[src/rtl/bcd_cnt_2digit_pkg.sv]
// Shared BCD types, digit limits and the nibble clamp used by the display counter.
package seg_pkg;

  localparam int BCD_W = 4;
  localparam logic [BCD_W-1:0] BCD_MAX_DIGIT = 4'd9;

  typedef logic [BCD_W-1:0] bcd_t;

  typedef struct packed {
    bcd_t msd;
    bcd_t lsd;
  } bcd_pair_t;

  // Any non-decimal nibble (A-F) saturates to 9.
  function automatic bcd_t bcd_clamp(input bcd_t nibble);
    return (nibble > BCD_MAX_DIGIT) ? BCD_MAX_DIGIT : nibble;
  endfunction

endpackage

[src/rtl/bcd_cnt_2digit_if.sv]
// Control and digit bus between the BCD counter and whoever drives/consumes it.
interface bcd_cnt_2digit_if;
  import seg_pkg::*;

  logic en;
  logic up;
  logic load;
  bcd_t load_lsd;
  bcd_t load_msd;
  bcd_t lsd;
  bcd_t msd;
  logic tick;
  logic wrap;

  modport master (
    output en, up, load, load_lsd, load_msd,
    input  lsd, msd, tick, wrap
  );

  modport slave (
    input  en, up, load, load_lsd, load_msd,
    output lsd, msd, tick, wrap
  );

endinterface

[src/rtl/bcd_cnt_2digit_bcd_digit.sv]
// Single decade counter: load > inc > dec > hold; carry flags a 9->0 or 0->wrap_to roll.
module bcd_digit
  import seg_pkg::*;
(
  input  logic clock,
  input  logic resetn,
  input  logic inc,
  input  logic dec,
  input  logic ld,
  input  bcd_t ld_val,
  input  bcd_t wrap_to,
  output bcd_t val,
  output logic carry
);

  localparam bcd_t ONE = bcd_t'(1);

  assign carry = ~ld & ((inc & (val == BCD_MAX_DIGIT)) |
                        (~inc & dec & (val == '0)));

  always_ff @(posedge clock or negedge resetn) begin
    if (!resetn) begin
      val <= '0;
    end else if (ld) begin
      val <= ld_val;
    end else if (inc) begin
      val <= (val == BCD_MAX_DIGIT) ? '0 : val + ONE;
    end else if (dec) begin
      val <= (val == '0) ? wrap_to : val - ONE;
    end
  end

endmodule

[src/rtl/bcd_cnt_2digit.sv]
// Two-digit BCD up/down counter with prescaler, clamped synchronous load and
// programmable terminal count; feeds the multiplexed 7-segment display stage.
module bcd_cnt_2digit
  import seg_pkg::*;
#(
  parameter int          DIV     = 50_000_000,
  parameter logic [7:0]  MAX_BCD = 8'h99
) (
  input  logic             clock,
  input  logic             resetn,
  bcd_cnt_2digit_if.slave  cnt
);

  localparam int             PW       = (DIV > 1) ? $clog2(DIV) : 1;
  localparam logic [PW-1:0]  PRE_LAST = PW'(DIV - 1);
  localparam logic [PW-1:0]  PRE_ONE  = PW'(1);

  logic [PW-1:0] pre;
  logic          tick_q;
  logic          wrap_q;

  always_ff @(posedge clock or negedge resetn) begin
    if (!resetn) begin
      pre    <= '0;
      tick_q <= 1'b0;
    end else begin
      pre    <= (pre == PRE_LAST) ? '0 : pre + PRE_ONE;
      tick_q <= (pre == PRE_LAST);
    end
  end

  bcd_t       lsd_v;
  bcd_t       msd_v;
  logic       lsd_carry;
  logic       msd_carry;
  logic [7:0] cur;
  logic       at_max;
  logic       at_zero;

  assign cur     = {msd_v, lsd_v};
  assign at_max  = (cur == MAX_BCD);
  assign at_zero = (cur == 8'h00);

  // Loads saturate per digit first, then the pair saturates at the terminal count.
  bcd_pair_t  clamp_pair;
  bcd_pair_t  ld_pair;
  assign clamp_pair.msd = bcd_clamp(cnt.load_msd);
  assign clamp_pair.lsd = bcd_clamp(cnt.load_lsd);
  assign ld_pair        = (clamp_pair > MAX_BCD) ? bcd_pair_t'(MAX_BCD) : clamp_pair;

  logic       step;
  logic       step_up;
  logic       step_dn;
  logic       wrap_evt;
  logic       digit_ld;
  bcd_pair_t  digit_val;

  assign step     = tick_q & cnt.en & ~cnt.load;
  assign step_up  = step & cnt.up;
  assign step_dn  = step & ~cnt.up;
  assign wrap_evt = (step_up & at_max) | (step_dn & at_zero);

  // Terminal-count wraps reuse the digits' load path rather than their carry chain.
  assign digit_ld  = cnt.load | wrap_evt;
  assign digit_val = cnt.load ? ld_pair :
                     (cnt.up ? bcd_pair_t'(8'h00) : bcd_pair_t'(MAX_BCD));

  bcd_digit u_lsd (
    .clock   (clock),
    .resetn  (resetn),
    .inc     (step_up & ~at_max),
    .dec     (step_dn & ~at_zero),
    .ld      (digit_ld),
    .ld_val  (digit_val.lsd),
    .wrap_to (BCD_MAX_DIGIT),
    .val     (lsd_v),
    .carry   (lsd_carry)
  );

  bcd_digit u_msd (
    .clock   (clock),
    .resetn  (resetn),
    .inc     (lsd_carry & cnt.up),
    .dec     (lsd_carry & ~cnt.up),
    .ld      (digit_ld),
    .ld_val  (digit_val.msd),
    .wrap_to (BCD_MAX_DIGIT),
    .val     (msd_v),
    .carry   (msd_carry)
  );

  always_ff @(posedge clock or negedge resetn) begin
    if (!resetn) begin
      wrap_q <= 1'b0;
    end else begin
      wrap_q <= wrap_evt;
    end
  end

  assign cnt.lsd  = lsd_v;
  assign cnt.msd  = msd_v;
  assign cnt.tick = tick_q;
  assign cnt.wrap = wrap_q;

  logic unused_ok;
  assign unused_ok = msd_carry;

endmodule

[src/flat_wrapper.sv]
// flat-port wrapper written by rule: the top's interface ports become plain ports
module bcd_cnt_2digit_flat import seg_pkg::*;
#(
  parameter int          DIV     = 50_000_000,
  parameter logic [7:0]  MAX_BCD = 8'h99
)
  (clock, resetn, cnt_en, cnt_up, cnt_load, cnt_load_lsd, cnt_load_msd, cnt_lsd, cnt_msd, cnt_tick, cnt_wrap);
  bcd_cnt_2digit_if cnt_i ();
  input  logic clock;
  input  logic resetn;
  input wire logic [$bits(cnt_i.en)-1:0] cnt_en;
  input wire logic [$bits(cnt_i.up)-1:0] cnt_up;
  input wire logic [$bits(cnt_i.load)-1:0] cnt_load;
  input wire logic [$bits(cnt_i.load_lsd)-1:0] cnt_load_lsd;
  input wire logic [$bits(cnt_i.load_msd)-1:0] cnt_load_msd;
  output wire logic [$bits(cnt_i.lsd)-1:0] cnt_lsd;
  output wire logic [$bits(cnt_i.msd)-1:0] cnt_msd;
  output wire logic [$bits(cnt_i.tick)-1:0] cnt_tick;
  output wire logic [$bits(cnt_i.wrap)-1:0] cnt_wrap;
  assign cnt_i.en = cnt_en;
  assign cnt_i.up = cnt_up;
  assign cnt_i.load = cnt_load;
  assign cnt_i.load_lsd = cnt_load_lsd;
  assign cnt_i.load_msd = cnt_load_msd;
  assign cnt_lsd = cnt_i.lsd;
  assign cnt_msd = cnt_i.msd;
  assign cnt_tick = cnt_i.tick;
  assign cnt_wrap = cnt_i.wrap;
  bcd_cnt_2digit #(.DIV(DIV), .MAX_BCD(MAX_BCD)) u_core (.clock(clock), .resetn(resetn), .cnt(cnt_i));
endmodule
[config.mk]
export PLATFORM = sky130hd
export DESIGN_NAME = bcd_cnt_2digit_flat
export DESIGN_NICKNAME = d
export VERILOG_FILES = /design/src/rtl/bcd_cnt_2digit_pkg.sv /design/src/rtl/bcd_cnt_2digit_if.sv /design/src/rtl/bcd_cnt_2digit_bcd_digit.sv /design/src/rtl/bcd_cnt_2digit.sv /design/src/flat_wrapper.sv
export SDC_FILE = /design/constraint.sdc
export NUM_CORES = 1
export LEC_CHECK = 0
export CAP_MARGIN = 20
export CORE_MARGIN = 3
export CORE_UTILIZATION = 45
export DETAILED_ROUTE_END_ITERATION = 12
export GPL_TIMING_DRIVEN = 0
export PLACE_DENSITY = 0.7
export SETUP_SLACK_MARGIN = 0.02
export SLEW_MARGIN = 20
export SYNTH_ARGS = -nofsm -noshare
export SYNTH_HDL_FRONTEND = slang
export SYNTH_SLANG_ARGS = --single-unit
[constraint.sdc]
create_clock -name clock -period 2.7 [get_ports clock]
set_clock_uncertainty 0.1 [all_clocks]
set_input_delay 0.405 -clock clock [delete_from_list [all_inputs] [get_ports clock]]
set_output_delay 0.405 -clock clock [all_outputs]
set_load 0.02 [all_outputs]
; Word-level counts from Yosys, hierarchy flattened
; Cells that the tools add are included.
[totals]
elab_cells = 61
rom_bits = 0
n_memories = 0
output_inout_bits = 10
inputBits = 13
ram_bits = 0
latchBits = 0
regBits = 36
[classes]
n_mux = 16
shifts = 0
n_addsub = 5
mul = 0
eq_ne = 4
magnitude_cmp = 3
n_reduce_logical = 5
bitwise_logic = 23
n_div = 0
[ops]
columns = cell, n
row1 = $mux 4, 12
row2 = $add 26x1->26 const B, 1
row3 = $eq 26x26->1 const B, 1
row4 = $mux 26, 1
row5 = $mux 8, 3
row6 = $and 1x1->1, 14
row7 = $add 4x1->4 const B, 2
row8 = $eq 4x4->1 const B, 2
row9 = $eq 8x8->1 const B, 1
row10 = $gt 4x4->1 const B, 2
row11 = $gt 8x8->1 const B, 1
row12 = $logic_not 4->1, 2
row13 = $logic_not 8->1, 1
row14 = $sub 4x1->4 const B, 2
row15 = $not 1->1, 6
row16 = $reduce_bool 3->1, 2
row17 = $or 1x1->1, 3

; Longest topological paths before layout
[logic_depth]
ltp_word = 13
mapped_depth = 6
depth_no_buf = 5

; Modules after synthesis
; From an unflattened synthesis, not the netlist that was laid out.
[hier_totals]
cells_unflattened = 276
area_unflattened_um2 = 2441.1
[modules_own_cells]
columns = module, area_each_um2, seq_area_each_um2, n_inst, cells_each
row1 = bcd_cnt_2digit, 1537.7, 700.7, 1, 160
row2 = bcd_digit, 451.7, 100.1, 2, 58

; Worst setup path after synthesis
; Ideal clock, no wire load.
[synth_path]
path_kind = reg2reg
from = register u_core.u_msd.val[1]
to = register u_core.u_msd.val[3]
period_less_slack_ns = 2.070
t_required_ns = 2.474
setup_slack_ns = 0.630
stages_incl_launch_ff = 6
path_buffers = 1
setup_time_ns = 0.126
arrival_ns = 1.843
path_cell_list = dfrtp_1 > clkbuf_1 > nor4_2 > nand3_1 > and3b_1 > a311o_1
[synth_via]
elab_chain_len = 11
elab_cells_between_ends = 29
cone_classes = 2 x add/sub / 2 x eq/ne / 5 x mux / 17 x bitwise / 3 x reduce/logical
[synth_lines]
columns = element, line
row1 = from (decl), bcd_cnt_2digit_bcd_digit.sv:12  ; output bcd_t val,
row2 = from (signal assigned), bcd_cnt_2digit_bcd_digit.sv:25  ; val <= ld_val;
row3 = from (signal assigned), bcd_cnt_2digit_bcd_digit.sv:27  ; val <= (val == BCD_MAX_DIGIT) ? '0 : val + ONE;
row4 = from (signal assigned), bcd_cnt_2digit_bcd_digit.sv:29  ; val <= (val == '0) ? wrap_to : val - ONE;
row5 = $eq 8x8->1, bcd_cnt_2digit.sv:41  ; assign at_max = (cur == MAX_BCD);
row6 = $not 1->1, bcd_cnt_2digit.sv:71  ; .inc (step_up & ~at_max),
row7 = $and 1x1->1, bcd_cnt_2digit.sv:71
row8 = $not 1->1, bcd_cnt_2digit_bcd_digit.sv:19  ; (~inc & dec & (val == '0)));
row9 = $and 1x1->1 (2 in a row), bcd_cnt_2digit_bcd_digit.sv:19
row10 = $or 1x1->1, bcd_cnt_2digit_bcd_digit.sv:18  ; assign carry = ~ld & ((inc & (val == BCD_MAX_DIGIT)) |
row11 = $and 1x1->1, bcd_cnt_2digit_bcd_digit.sv:18
row12 = $and 1x1->1, bcd_cnt_2digit.sv:83  ; .inc (lsd_carry & cnt.up),
row13 = $mux 4, bcd_cnt_2digit_bcd_digit.sv:26  ; end else if (inc) begin
row14 = $mux 4, bcd_cnt_2digit_bcd_digit.sv:24  ; end else if (ld) begin
; Parallel ways exist; a longest one is shown, timed or not. The select of a mux whose other input is x is not followed.
; A chain may end at the register's enable or synchronous reset.

; Worst setup path in the final report
[layout_path]
from = register u_core.pre[3]
to = register u_core.pre[22]
[layout_via]
elab_chain_len = 2
elab_cells_between_ends = 3
cone_classes = 1 x add/sub / 1 x eq/ne / 1 x mux
[layout_lines]
columns = element, line
row1 = from (decl), bcd_cnt_2digit.sv:18  ; logic [PW-1:0] pre;
row2 = from (signal assigned), bcd_cnt_2digit.sv:27  ; pre <= (pre == PRE_LAST) ? '0 : pre + PRE_ONE;
row3 = $add 26x1->26 or $eq 26x26->1 (tied branches), bcd_cnt_2digit.sv:27
row4 = $mux 26 *, bcd_cnt_2digit.sv:27
; Mark *: on every way between the ends. The rest lies on a longest branch, timed or not.

==> flow_metrics.tcl <==
set metrics [dict create \
    drive_above_1_share_pct 7.170 \
    cp.arrival_ns 2.45 \
    ys.flop_type "dfrtp_1" \
    fin_nets 279 \
    max-vdd-ir-drop_mv 0.2485 \
    fin_crit_ns 2.380 \
    synth_edf_count 0 \
    clockBufferDepth 2 \
    grt_pass1_vias 1749 \
    worst_slack_ns 0.3195 \
    syn_avg_cell_area_um2 9.101 \
    antenna_found_initial 0 \
    wl_um 4619 \
    critPathKind "register to register" \
    r2r_start "u_core.pre[3]" \
    place.gp.congestion 0.8032 \
    dr.pass1.iters 4 \
    drtIter0Drc 92 \
    cts_tree "yes" \
    routedWlPerCell_um 14.57 \
    setup_viol 0 \
    die_h_um 74.79 \
    fin_setup_tns_ns 0 \
    dp.cells 309 \
    numCtsBuffers 5 \
    cp-end-kind "register" \
    coreArea_um2 4474 \
    grtUsageTotal_pct 18.62 \
    worstPathMaxFanout 10 \
    utilization_pct 56.43 \
    syn-num-nets 248 \
    r2r_setup_slack_ns 0.32 \
    cp_num_buf_inv 1 \
    slew_headroom_pct 49.25 \
    cts_resized 0 \
    htreeDepth 2 \
    p_leak_nw 1.026 \
    clk_latency_ns 0.28 \
    path_clk_slew_ns 0.06 \
    tightest_slew_ns 0.7550 \
    via_per_inst 5.789 \
    dp_slack_ns 0.05098 \
    ioPinCount 23 \
    cts_sinks 36 \
    worstHoldPathType "register to register" \
    fin_cells 317 \
    ys_ff_latch 36 \
    synthArstFlopShare_pct 100.0 \
    p_clk_share_pct 31.8 \
    drtAntennaViolNets 0 \
    vias 1835 \
    power.density_nw_per_um2 444.9 \
    start_kind "register" \
    fmax_mhz 420.1 \
    critical_path.max_stage_delay_ns 0.77 \
    yosysSeqAreaShare_pct 42.30 \
    power_frac_comb_pct 17.7 \
    cap_violations 0 \
    critPathRequiredTime_ns 2.77 \
    synth_cell_types 50 \
    overflow 0 \
    pwr-share-seq_pct 50.5 \
    cp-startpoint "u_core.pre[3]" \
    drc 0 \
    portBuffers 22 \
    period_share_pct 88.17 \
    syn_inst 234 \
    grt_max_degree 21 \
    ys_warn_count 0 \
    finalMaxSlewViolations 0 \
    dp_hpwl_um 3370 \
    cp_slowest_cell "nor4_2" \
    rsz0062_at_grt "false" \
    finalHoldViolCount 0 \
    cp_cell_sequence "and3_1 -> nand4_1 -> nor4_2 -> buf_2 -> nor2_1" \
    netlist_area_um2 2130 \
    die_w_um 74.79 \
    areaGrowthSynthToFinish_pct 18.57 \
    critical-path-top-delay-family "simple AND/OR/NAND/NOR gates" \
    dieArea_um2 5594 \
    start_util_pct 47.60 \
    status "finished, final reports clean" \
    hold_start "u_core.pre[0]" \
    switchingPower_w 0.0003038 \
    clk_root_buffer_cell "clkbuf_8" \
    antenna_cells 0 \
    p_int_w 0.0008195 \
    grt_pass1_wl_um 7948 \
    switching_share_pct 27.05 \
    core.rowCount 24 \
]
[cells in the final DEF (no fill, tap or decap), types with 2 or more instances in the layout]
master / count
nand2b_1: 4
o22a_1: 4
o21ai_0: 15
clkdlybuf4s50_1: 21
a31oi_1: 3
nor3_1: 2
buf_2: 3
o211ai_1: 3
nand2_2: 2
xor2_1: 7
nor4_1: 3
nand3b_1: 6
inv_1: 6
xnor2_1: 15
nand3_1: 18
nor4bb_1: 2
nor2_1: 18
nand4_1: 6
and3_1: 5
clkbuf_1: 8
a21oi_1: 13
and3b_1: 2
a21o_1: 3
dfrtp_1: 36
nand2_1: 17
nand4b_1: 3
or3_1: 6
clkbuf_8: 5
nor4_2: 3
[cell type report]
cell class | instances | area (um^2)
Clock buffer | 6 | 72.57
Sequential cell | 36 | 900.9
Timing Repair Buffer | 24 | 252.7
Buffer | 10 | 40.04
Inverter | 6 | 22.52
Multi-Input combinational cell | 182 | 1166
Fill cell | 419 | 1949
Tap cell | 52 | 65.06
Clock inverter | 1 | 5.005
[per-layer routing]
metal | share of wire, % | global-route usage (%) | wire length, um
met4 | 1.3 | 6.324 | 59
met2 | 47 | 32.39 | 2190
met5 | 0 | 0 | 0
met3 | 4.4 | 4.139 | 205
met1 | 47 | 22.84 | 2163
[stage by stage]
step,total power [W],cell area (um^2),hold WS [ns]
global route,0.001178,2525,0.3885
CTS,0.001140,2525,0.3685
detailed placement,0.0007748,2437,0.2785
global placement,0.0007688,2415,0.3517
floorplan,0.0006902,2130,0.009409
finish,0.001123,2525,0.3693
[repair_timing]
item	in CTS	in global routing
hold buffers	1	0
hold endpoints to repair	16	0
buffers inserted	0	0
[path summary, 6_finish.rpt]
path | to | cells past startpoint
setup / recovery | u_core.pre[22] | 5
hold / removal | u_core.pre[0] | 1
hold reg to reg | u_core.pre[0] | 1
min in group asynchronous | u_core.pre[14] | 2
max in group asynchronous | u_core.pre[12] | 3
setup reg to reg | u_core.pre[22] | 5
[power groups by stage]
stage / logic [W] / registers, W / clock network, W
after global placement: 0.000192 / 0.000577 / 0
after CTS: 0.000199 / 0.000567 / 0.000374
after global routing: 0.000221 / 0.000569 / 0.000388
after floorplan: 0.0000989 / 0.000591 / 0
final: 0.000199 / 0.000567 / 0.000357
after detailed placement: 0.000197 / 0.000578 / 0
[synthesized netlist by cell type (2+ instances only)]
cell type  count  area (um^2)
nand4b_1       3        26.28
and3b_1        2        17.52
a21oi_1       13        65.06
inv_1          6        22.52
xnor2_1       15        131.4
buf_2          2        10.01
nand3b_1       6        45.04
nand2_1       17        63.81
nand4_1        6        37.54
nor4_2         3        37.54
or3_1          6        37.54
o211ai_1       3        22.52
nand2b_1       4        25.02
nor4bb_1       2        20.02
nor2_1        18        67.56
o22a_1         4        35.03
nor4_1         3        18.77
a31oi_1        3        18.77
and3_1         5        31.28
o21ai_0       15        75.07
nand2_2        2        12.51
dfrtp_1       36        900.9
nor3_1         2        10.01
nand3_1       18        90.09
xor2_1         7        61.31
a21o_1         3        22.52
clkbuf_1       7        26.28
[kinds of logic after synthesis]
logic type | count (synthesis) | share of synthesized area [%]
flops | 36 | 42.30
xor+xnor | 22 | 9.048
mux | 1 | 0.4701
simple gates | 107 | 29.61
buf+inv | 16 | 2.938
compound gates | 51 | 15.04
fa+ha+maj | 1 | 0.5875
[flip-flops by register name, indices dropped and copies added, names as in the netlist]
register          cells
u_core.u_lsd.val      4
u_core.u_msd.val      4
u_core.cnt.wrap       1
u_core.pre           26
u_core.cnt.tick       1
No activity file was read; power rests on OpenSTA's default activity.
